[config.mk]
export PLATFORM = sky130hd
export DESIGN_NAME = mmio_uart
export DESIGN_NICKNAME = d
export VERILOG_FILES = /design/src/rtl/uart_pkg.sv /design/src/rtl/mmio_uart_sync_fifo.sv /design/src/rtl/mmio_uart.sv
export SDC_FILE = /design/constraint.sdc
export NUM_CORES = 1
export LEC_CHECK = 0
export ABC_AREA = 0
export BUFFER_PORTS_ARGS = -buffer_cell sky130_fd_sc_hd__buf_2
export CAP_MARGIN = 20
export CORE_MARGIN = 2
export CORE_UTILIZATION = 36
export DETAILED_ROUTE_END_ITERATION = 10
export GPL_ROUTABILITY_DRIVEN = 1
export PLACE_DENSITY = 0.55
export REMOVE_ABC_BUFFERS = 1
export SYNTH_ARGS = -nofsm -noshare
export SYNTH_HDL_FRONTEND = slang
export SYNTH_SLANG_ARGS = --single-unit
[constraint.sdc]
create_clock -name i_clk -period 4.28 [get_ports i_clk]
set_input_delay 0.642 -clock i_clk [delete_from_list [all_inputs] [get_ports i_clk]]
set_output_delay 0.642 -clock i_clk [all_outputs]
set_load 0.01 [all_outputs]
[src/rtl/uart_pkg.sv]
// Shared constants and state types for the memory-mapped UART.
package uart_pkg;

  // Register offsets within the 4-word window (i_mem_addr[1:0])
  localparam logic [1:0] REG_DATA   = 2'd0;
  localparam logic [1:0] REG_STATUS = 2'd1;
  localparam logic [1:0] REG_CTRL   = 2'd2;
  localparam logic [1:0] REG_TXCNT  = 2'd3;

  // STATUS bit positions
  localparam int unsigned ST_TX_FULL  = 0;
  localparam int unsigned ST_TX_IDLE  = 1;
  localparam int unsigned ST_RX_VALID = 2;
  localparam int unsigned ST_RX_OVR   = 3;
  localparam int unsigned ST_TX_OVF   = 4;
  localparam int unsigned ST_RX_FERR  = 5;

  // CTRL bit positions
  localparam int unsigned CTRL_CLR_RXV = 0;
  localparam int unsigned CTRL_CLR_ERR = 1;

  typedef enum logic [1:0] {
    TX_IDLE  = 2'd0,
    TX_START = 2'd1,
    TX_DATA  = 2'd2,
    TX_STOP  = 2'd3
  } tx_state_t;

  typedef enum logic [1:0] {
    RX_IDLE  = 2'd0,
    RX_START = 2'd1,
    RX_DATA  = 2'd2,
    RX_STOP  = 2'd3
  } rx_state_t;

endpackage

[src/rtl/mmio_uart_sync_fifo.sv]
// Single-clock FIFO with occupancy count; full/empty judged on pre-edge state.
module sync_fifo #(
  parameter  int WIDTH = 8,
  parameter  int DEPTH = 8,
  localparam int AW    = $clog2(DEPTH)
) (
  input  logic             i_clk,
  input  logic             i_rst,
  input  logic             i_push,
  input  logic [WIDTH-1:0] i_data,
  input  logic             i_pop,
  output logic [WIDTH-1:0] o_data,
  output logic             o_full,
  output logic             o_empty,
  output logic [AW:0]      o_count
);

  logic [WIDTH-1:0] mem [DEPTH];
  logic [AW-1:0]    wr_ptr;
  logic [AW-1:0]    rd_ptr;
  logic             push_ok;
  logic             pop_ok;

  assign o_full  = (o_count == (AW+1)'(DEPTH));
  assign o_empty = (o_count == '0);
  assign o_data  = mem[rd_ptr];
  assign push_ok = i_push & ~o_full;
  assign pop_ok  = i_pop & ~o_empty;

  // Pointer and occupancy update
  always_ff @(posedge i_clk or posedge i_rst) begin
    if (i_rst) begin
      wr_ptr  <= '0;
      rd_ptr  <= '0;
      o_count <= '0;
    end else begin
      if (push_ok) wr_ptr <= wr_ptr + AW'(1);
      if (pop_ok)  rd_ptr <= rd_ptr + AW'(1);
      o_count <= o_count + {{AW{1'b0}}, push_ok} - {{AW{1'b0}}, pop_ok};
    end
  end

  // Storage write; contents need no reset
  always_ff @(posedge i_clk) begin
    if (push_ok) mem[wr_ptr] <= i_data;
  end

endmodule

[src/rtl/mmio_uart.sv]
// Memory-mapped 8N1 UART: register decode, TX FSM fed by a FIFO, RX FSM.
module mmio_uart
  import uart_pkg::*;
#(
  parameter logic [15:0] p_BASE_ADDR = 16'hFFF0,
  parameter int          p_BAUD_DIV  = 434,
  parameter int          p_TX_DEPTH  = 8
) (
  input  logic        i_clk,
  input  logic        i_rst,
  input  logic [15:0] i_mem_addr,
  input  logic [15:0] i_mem_wr_data,
  input  logic        i_mem_wr_en,
  output logic [15:0] o_mem_rd_data,
  output logic        o_sel,
  input  logic        i_rx,
  output logic        o_tx
);

  localparam int AW = $clog2(p_TX_DEPTH);
  localparam int BW = $clog2(p_BAUD_DIV);
  localparam logic [BW-1:0] BAUD_LAST = BW'(p_BAUD_DIV - 1);
  localparam logic [BW-1:0] BAUD_HALF = BW'(p_BAUD_DIV / 2 - 1);

  tx_state_t     tx_state;
  logic [BW-1:0] tx_cnt;
  logic [7:0]    tx_sh;
  logic [2:0]    tx_bit;
  logic          tx_pop;

  rx_state_t     rx_state;
  logic [BW-1:0] rx_cnt;
  logic [7:0]    rx_sh;
  logic [2:0]    rx_bit;
  logic          rx_s1, rx_s2, rx_prev;
  logic [7:0]    rx_byte;
  logic          rx_done_ok, rx_done_bad;

  logic          rx_valid, rx_ovr, tx_ovf, rx_ferr;
  logic          wr_hit, push_req, clr_rxv, clr_err;
  logic [15:0]   status;

  logic [7:0]    fifo_dout;
  logic          fifo_full, fifo_empty;
  logic [AW:0]   fifo_count;

  logic          unused_wr_hi;
  assign unused_wr_hi = ^i_mem_wr_data[15:8];

  assign o_sel    = (i_mem_addr[15:2] == p_BASE_ADDR[15:2]);
  assign wr_hit   = o_sel & i_mem_wr_en;
  assign push_req = wr_hit & (i_mem_addr[1:0] == REG_DATA);
  assign clr_rxv  = wr_hit & (i_mem_addr[1:0] == REG_CTRL) & i_mem_wr_data[CTRL_CLR_RXV];
  assign clr_err  = wr_hit & (i_mem_addr[1:0] == REG_CTRL) & i_mem_wr_data[CTRL_CLR_ERR];

  sync_fifo #(
    .WIDTH (8),
    .DEPTH (p_TX_DEPTH)
  ) u_txq (
    .i_clk   (i_clk),
    .i_rst   (i_rst),
    .i_push  (push_req),
    .i_data  (i_mem_wr_data[7:0]),
    .i_pop   (tx_pop),
    .o_data  (fifo_dout),
    .o_full  (fifo_full),
    .o_empty (fifo_empty),
    .o_count (fifo_count)
  );

  // Pop in IDLE or at the last clock of STOP so frames chain without a gap
  always_comb begin
    tx_pop = 1'b0;
    if (!fifo_empty)
      tx_pop = (tx_state == TX_IDLE) || (tx_state == TX_STOP && tx_cnt == '0);
  end

  // TX serialiser: start bit, 8 data bits LSB first, stop bit
  always_ff @(posedge i_clk or posedge i_rst) begin
    if (i_rst) begin
      tx_state <= TX_IDLE;
      tx_cnt   <= '0;
      tx_sh    <= '0;
      tx_bit   <= '0;
      o_tx     <= 1'b1;
    end else begin
      case (tx_state)
        TX_IDLE: begin
          if (tx_pop) begin
            tx_sh    <= fifo_dout;
            o_tx     <= 1'b0;
            tx_cnt   <= BAUD_LAST;
            tx_state <= TX_START;
          end
        end
        TX_START: begin
          if (tx_cnt == '0) begin
            o_tx     <= tx_sh[0];
            tx_sh    <= {1'b0, tx_sh[7:1]};
            tx_bit   <= '0;
            tx_cnt   <= BAUD_LAST;
            tx_state <= TX_DATA;
          end else begin
            tx_cnt <= tx_cnt - BW'(1);
          end
        end
        TX_DATA: begin
          if (tx_cnt == '0) begin
            tx_cnt <= BAUD_LAST;
            if (tx_bit == 3'd7) begin
              o_tx     <= 1'b1;
              tx_state <= TX_STOP;
            end else begin
              o_tx   <= tx_sh[0];
              tx_sh  <= {1'b0, tx_sh[7:1]};
              tx_bit <= tx_bit + 3'd1;
            end
          end else begin
            tx_cnt <= tx_cnt - BW'(1);
          end
        end
        TX_STOP: begin
          if (tx_cnt == '0) begin
            if (tx_pop) begin
              tx_sh    <= fifo_dout;
              o_tx     <= 1'b0;
              tx_cnt   <= BAUD_LAST;
              tx_state <= TX_START;
            end else begin
              tx_state <= TX_IDLE;
            end
          end else begin
            tx_cnt <= tx_cnt - BW'(1);
          end
        end
        default: tx_state <= TX_IDLE;
      endcase
    end
  end

  // Two-flop synchroniser plus previous value for falling-edge detect
  always_ff @(posedge i_clk or posedge i_rst) begin
    if (i_rst) begin
      rx_s1   <= 1'b1;
      rx_s2   <= 1'b1;
      rx_prev <= 1'b1;
    end else begin
      rx_s1   <= i_rx;
      rx_s2   <= rx_s1;
      rx_prev <= rx_s2;
    end
  end

  // Stop-bit outcome, used by both the byte register and the flags
  always_comb begin
    rx_done_ok  = 1'b0;
    rx_done_bad = 1'b0;
    if (rx_state == RX_STOP && rx_cnt == '0) begin
      rx_done_ok  = rx_s2;
      rx_done_bad = ~rx_s2;
    end
  end

  // RX deserialiser sampling at mid-bit
  always_ff @(posedge i_clk or posedge i_rst) begin
    if (i_rst) begin
      rx_state <= RX_IDLE;
      rx_cnt   <= '0;
      rx_sh    <= '0;
      rx_bit   <= '0;
      rx_byte  <= '0;
    end else begin
      case (rx_state)
        RX_IDLE: begin
          if (rx_prev && !rx_s2) begin
            rx_cnt   <= BAUD_HALF;
            rx_state <= RX_START;
          end
        end
        RX_START: begin
          if (rx_cnt == '0) begin
            if (rx_s2) begin
              rx_state <= RX_IDLE;
            end else begin
              rx_bit   <= '0;
              rx_cnt   <= BAUD_LAST;
              rx_state <= RX_DATA;
            end
          end else begin
            rx_cnt <= rx_cnt - BW'(1);
          end
        end
        RX_DATA: begin
          if (rx_cnt == '0) begin
            rx_sh  <= {rx_s2, rx_sh[7:1]};
            rx_cnt <= BAUD_LAST;
            if (rx_bit == 3'd7) rx_state <= RX_STOP;
            else                rx_bit   <= rx_bit + 3'd1;
          end else begin
            rx_cnt <= rx_cnt - BW'(1);
          end
        end
        RX_STOP: begin
          if (rx_cnt == '0) begin
            if (rx_done_ok) rx_byte <= rx_sh;
            rx_state <= RX_IDLE;
          end else begin
            rx_cnt <= rx_cnt - BW'(1);
          end
        end
        default: rx_state <= RX_IDLE;
      endcase
    end
  end

  // Status flags: a hardware set on the same edge as a CTRL clear wins
  always_ff @(posedge i_clk or posedge i_rst) begin
    if (i_rst) begin
      rx_valid <= 1'b0;
      rx_ovr   <= 1'b0;
      tx_ovf   <= 1'b0;
      rx_ferr  <= 1'b0;
    end else begin
      rx_valid <= rx_done_ok | (rx_valid & ~clr_rxv);
      rx_ovr   <= (rx_done_ok & rx_valid) | (rx_ovr & ~clr_err);
      tx_ovf   <= (push_req & fifo_full) | (tx_ovf & ~clr_err);
      rx_ferr  <= rx_done_bad | (rx_ferr & ~clr_err);
    end
  end

  // Combinational register read path
  always_comb begin
    status                = '0;
    status[ST_TX_FULL]    = fifo_full;
    status[ST_TX_IDLE]    = fifo_empty & (tx_state == TX_IDLE);
    status[ST_RX_VALID]   = rx_valid;
    status[ST_RX_OVR]     = rx_ovr;
    status[ST_TX_OVF]     = tx_ovf;
    status[ST_RX_FERR]    = rx_ferr;
    o_mem_rd_data = '0;
    if (o_sel) begin
      case (i_mem_addr[1:0])
        REG_DATA:   o_mem_rd_data = {8'h00, rx_byte};
        REG_STATUS: o_mem_rd_data = status;
        REG_TXCNT:  o_mem_rd_data = 16'(fifo_count);
        default:    o_mem_rd_data = '0;
      endcase
    end
  end

endmodule

======== Yosys cells after proc, flatten, opt, wreduce, memory -nomap -nowiden ========
Memory sizes are Yosys's and may differ from the RTL's.
Index checks and enable logic that the tools add are counted.
storage, ports and cells
  RAM bits ................................ 64
  flip-flop bits (word level) ............. 70
  output and inout bits ................... 18
  memories ................................ 1
  input bits .............................. 36
  word-level logic and storage cells ...... 155
  ROM bits ................................ 0
  bits in latches ......................... 0
operators by class
  $mul .................................... 0
  multiplexer cells ....................... 52
  reduce and logical (&&, ||, !) cells .... 23
  shift operators ......................... 0
  $add $sub $neg .......................... 8
  equal/unequal tests ..................... 28
  bitwise logic cells ..................... 23
  div/mod/pow operators ................... 0
  magnitude comparators ................... 0
memory list
  memory     words  bits a word  rd ports  clocked after memory_dff  write ports  line                       source
  u_txq.mem  8      8            1         0                         1            mmio_uart_sync_fifo.sv:18  logic [WIDTH-1:0] mem [DEPTH];
operators with widths
  operator                                             count
  2-to-1 mux 9 bit                                     8
  2-to-1 mux 8 bit                                     6
  case mux 9 bit (4 select lines)                      1
  case mux 8 bit (4 select lines)                      1
  case mux 9 bit (3 select lines)                      1
  case mux 8 bit (3 select lines)                      1
  2-to-1 mux 2 bit                                     11
  inequality test 2 bit, second input constant         11
  2-to-1 mux 3 bit                                     7
  logical NOT 9 bit                                    2
  subtractor 9 x 1 -> 9 bit, second input constant     2
  case mux 2 bit (4 select lines)                      2
  AND reduction 5 bit                                  3
  AND 1 bit                                            14
  equality test 14 bit, second input constant          1
  adder 3 x 1 -> 3 bit, second input constant          4
  equality test 2 bit, second input constant           6
  case mux 3 bit (2 select lines)                      2
  2-to-1 mux 1 bit                                     11
  AND reduction 3 bit                                  3
  AND reduction 4 bit                                  2
  equality test 2 x 1 -> 1 bit, second input constant  3
  equality test 3 bit, second input constant           2
  logical NOT 2 bit                                    3
  other kinds (15)                                     27

======== Longest topological paths before layout ========
  word-level depth ........................ 7
  mapped depth ............................ 13

======== Hierarchy ========
Synthesis repeated with hierarchy kept, for this count alone.
second synthesis, totals
  cells, all modules ...................... 528
  area total of the unflattened synthesis .. 6703.9 µm²
by module, submodules not included
  module     cells each  times used  sequential area each (µm²)  area each (µm²)
  mmio_uart  376         1           1506.4                      3632.2
  sync_fifo  152         1           2172.1                      3071.7

======== Worst setup path after synthesis ========
OpenSTA, ideal clock, no wires.
  path type ............................... input to register
  start point ............................. input i_mem_addr[3]
  end point ............................... memory u_txq.mem[0][0], enable pin
  setup slack ............................. 1493 ps
  stages on the path ...................... 4
  library setup time ...................... 395 ps
  data arrival time ....................... 2393 ps
  buffers on the path ..................... 0
  required time ........................... 3885 ps
  cells stage by stage .................... or2_1 > nor4_1 > nand3_1 > nor4_1
on the way
  word-level cells in the longest chain between the ends .. 6
RTL lines
  element                                 line                       source
  from (decl)                             mmio_uart.sv:11            input logic [15:0] i_mem_addr,
  equality test 14 bit                    mmio_uart.sv:50            assign o_sel = (i_mem_addr[15:2] == p_BASE_ADDR[15:2]);
  AND 1 bit                               mmio_uart.sv:51            assign wr_hit = o_sel & i_mem_wr_en;
  AND 1 bit                               mmio_uart.sv:52            assign push_req = wr_hit & (i_mem_addr[1:0] == REG_DATA);
  AND 1 bit                               mmio_uart_sync_fifo.sv:27  assign push_ok = i_push & ~o_full;
  2-to-1 mux 1 bit                        mmio_uart_sync_fifo.sv:45  if (push_ok) mem[wr_ptr] <= i_data;
  2-to-1 mux 1 bit (not written as such)  mmio_uart_sync_fifo.sv:45
  to (decl)                               mmio_uart_sync_fifo.sv:18
No other way between the ends.

======== Worst setup path in the final report ========
  start point ............................. register tx_cnt[0]
  end point ............................... register u_txq.o_count[2]
on the way
  word-level cells in the longest chain between the ends .. 6
RTL lines
  element                    line                       source
  from (decl)                mmio_uart.sv:26            logic [BW-1:0] tx_cnt;
  from (signal assigned)     mmio_uart.sv:104           tx_cnt <= tx_cnt - BW'(1);
  from (signal assigned)     mmio_uart.sv:119           tx_cnt <= tx_cnt - BW'(1);
  from (signal assigned)     mmio_uart.sv:133           tx_cnt <= tx_cnt - BW'(1);
  logical NOT 9 bit          mmio_uart.sv:75            tx_pop = (tx_state == TX_IDLE) || (tx_state == TX_STOP && tx_cnt == '0);
  logical AND 1 bit          mmio_uart.sv:75
  logical OR 1 bit           mmio_uart.sv:75
  2-to-1 mux 1 bit           mmio_uart.sv:74            if (!fifo_empty)
  AND 1 bit                  mmio_uart_sync_fifo.sv:28  assign pop_ok = i_pop & ~o_empty;
  net u_txq.pop_ok           mmio_uart_sync_fifo.sv:22  logic pop_ok;
  subtractor 4 x 1 -> 4 bit  mmio_uart_sync_fifo.sv:39  o_count <= o_count + {{AW{1'b0}}, push_ok} - {{AW{1'b0}}, pop_ok};
  to (signal assigned)       mmio_uart_sync_fifo.sv:39
  to (decl)                  mmio_uart_sync_fifo.sv:15  output logic [AW:0] o_count
The timed path passes the listed nets, and every way through them passes these cells.
A chain may end at the register's enable or synchronous reset.

==> results.md <==
* Commonest non-fill, non-tap cell in the layout: dfrtp_1
* Number of I/O pins at 54
* # setup viols final at 0
* Crit path DAT at 3370 ps
* Worst R2R Start: tx_cnt[0]
* CTS buffer count at 17
* Total gr overflow at 0
* Path depth of the worst reg2reg path at 12
* Post-route setup slack at 1205 ps
* FF+latch count, synth at 134
* Layout area overhead at 14.80%
* RSZ-0062 raised after global routing: false
* Hold slack at 88.14 ps
* Critical Path Sink Type: register
* Die Width at 141.0 microns
* # clock sinks at 134
* CTS tree: built
* Layout cells sized above 1 at 22.28%
* Mapped Area at 6755 sq um
* Core area at 18580 sq um
* Outcome: finished, final reports clean
* Minimum clock period at 3075 ps
* Leakage at 3.158 nW
* Vias post-DR at 4357
* Final Hold Viols at 0
* Pins Over Slew Limit at 0
* Final Util at 41.74%
* Tcrit/Tclk final at 71.84%
* Nets at 627
* Number of routed nets with antenna violations at 0
* Die area at 19880 sq um
* WS Path Type: register to register
* WL/cell at 16.39 microns
* Worst-path clk slew at 60 ps
* Setup_tns at 0 ps
* Placement row count at 50
* Largest cells by area after synthesis: edfxtp_1 (28%), dfrtp_1 (24%), mux4_2 (5.3%), ha_1 (4.4%), mux2_1 (3.2%)
* Slew headroom at 38.26%
* CTS resizes at 0
* Detailed Route WL at 13340 microns
* Pre-Repair DR Iteration Count at 4
* Asr flop ratio synth at 52.24%
* Starting density of the core at 36.36%
* Max Cap Viol at 0
* EDFF count, synth at 64
* H-tree depth at 4
* Non-filler instance count after layout at 814
* Cell count after synthesis at 523
* Largest net degree at the start of global routing at 46
* First-pass GRT wire length at 22370 microns
* Slew @ Worst Pin at 922.7 ps
* CP Launch Type: register
* Clk_lat worst skew at 410 ps
* Synth top area share at 28.45%
* Fillcell total at 1688
* Root Driver: clkbuf_16
* Ys flop type: dfrtp_1
* Vias in the first global route at 4386
* GPL Wtd Cong at 0.7779
* Max clock buf depth at 2
* PD cells at 435.8 nW/um^2
* Area leader, netlist: edfxtp_1
* Dpl ws at 1166 ps
* Most frequent cells in the layout: dfrtp_1 (66), edfxtp_1 (64), buf_2 (37), inv_1 (31), ha_1 (24)
* DR vias/cell at 5.353
* Die Y at 141.0 microns
* Setup Skew at 6.295 ps
* R2r endpoint: u_txq.o_count[2]
* Initial antenna violation count at 1
* IO Port Bufs at 37
* Worst VDD drop at 306.5 uV
* Setup Fix Bufs, Post-CTS at 0
* CP max FO at 9
* Post-DP HPWL at 8932 microns
* Data required time of the worst path at 4580 ps
* # hold bufs at CTS at 0
* # placed instances at 779
* Fmax at 325.2 MHz
* DRC viols at 0
* Ys Warns at 0
* Avg Cell Area, Syn at 12.92 sq um
* Sequential area share after synthesis at 54.45%
* Worst min path class: primary input to async pin
* Starting DRT DRC Count at 293
* Post-synthesis cell type count at 81
* Total global-route track usage at 14.29%
* Reg2Reg Setup Slack at 1210 ps
## state kept, by name, summed over array words and instances, names as in the netlist, 2 cells and up, named ones only
register and cells:
rx_sh 8, tx_bit 3, u_txq.rd_ptr 3, tx_sh 8
tx_state 2, u_txq.wr_ptr 3, rx_cnt 9, u_txq.mem 64
u_txq.o_count 4, rx_bit 3, rx_byte 8, tx_cnt 9
## layer usage
layer,share of wire [%],track usage (%)
met1,45,17.83
met3,2.4,3.397
met5,0,0
met4,1.7,5.421
met2,51,24.18
## where the power goes
part,switching [W],total [W],internal (W)
sequential,0.0000710,0.00148,0.00141
clock,0.000547,0.00135,0.000805
combinational,0.000325,0.000547,0.000222
## logic make-up (layout without fill, tap and decap cells)
kind of cell,count (synthesis),in the layout,share of synthesized area [%]
adder cells (fa/ha/maj),25,25,4.742
flip-flops,134,134,54.45
buffers and inverters,64,113,4.501
multiplexers,55,55,11.59
XOR/XNOR,6,6,0.7779
AO/OA/AOI/OAI,100,100,11.58
other,1,9,0.05551
AND/OR/NAND/NOR,138,138,12.30
## cell usage after synthesis, drive strengths merged, types with 3 or more instances
cell      n
a2111oi   9
a211oi   11
a21o      3
a21oi     7
a22o      5
a31oi     7
and2      5
and3      3
buf      19
clkbuf   11
dfrtp    66
dfstp     4
edfxtp   64
ha       24
inv      34
mux2     26
mux2i    13
mux4     16
nand2    18
nand2b   11
nand3    11
nand4     9
nor2     24
nor2b     7
nor3     16
nor3b     6
nor4      7
nor4b     3
o211a     3
o21ai    25
o22a      3
o2bb2ai   3
o41ai     3
or2       5
or3       3
or4b      3
xnor2     4
## critical path, cell delays in order, from the launching register on
cell     delay, ps
dfrtp_1        390
inv_1          110
ha_1           230
or4b_1         650
nor3_2         310
o21ai_2        140
inv_2          110
ha_1           230
inv_1           60
ha_1           150
inv_1           60
fa_1           380
xnor2_1        140
## stage by stage
stage	area, sq um	total power (W)
5_1_grt	7752	0.003550
3_3_place_gp	7149	0.002030
6_report	7755	0.003380
3_5_place_dp	7149	0.002046
2_1_floorplan	6605	0.001908
4_1_cts	7705	0.003408
## how the worst max path moves through the flow
stage	start	end	slack, ps	cells past startpoint
final	tx_cnt[0]	u_txq.o_count[2]	1210	12
after detailed placement	i_mem_addr[3]	u_txq.mem[7][5]	1170	5
after CTS	tx_cnt[0]	u_txq.o_count[2]	1220	12
after global placement	i_mem_addr[3]	u_txq.mem[5][4]	1170	5
after floorplan	i_mem_addr[3]	u_txq.mem[0][0]	580	4
after global routing	tx_cnt[0]	u_txq.o_count[2]	990	12
## cell type report
type	instances	area, sq um	area share [%]
Sequential cell	134	3679	47.43
Timing Repair Buffer	47	292.8	3.775
Inverter	34	127.6	1.646
Clock buffer	21	481.7	6.212
Clock inverter	11	73.82	0.9519
Multi-Input combinational cell	332	2805	36.17
Tap cell	234	292.8	3.775
Antenna cell	1	2.502	0.03227
(Power assumes the default switching activity.)
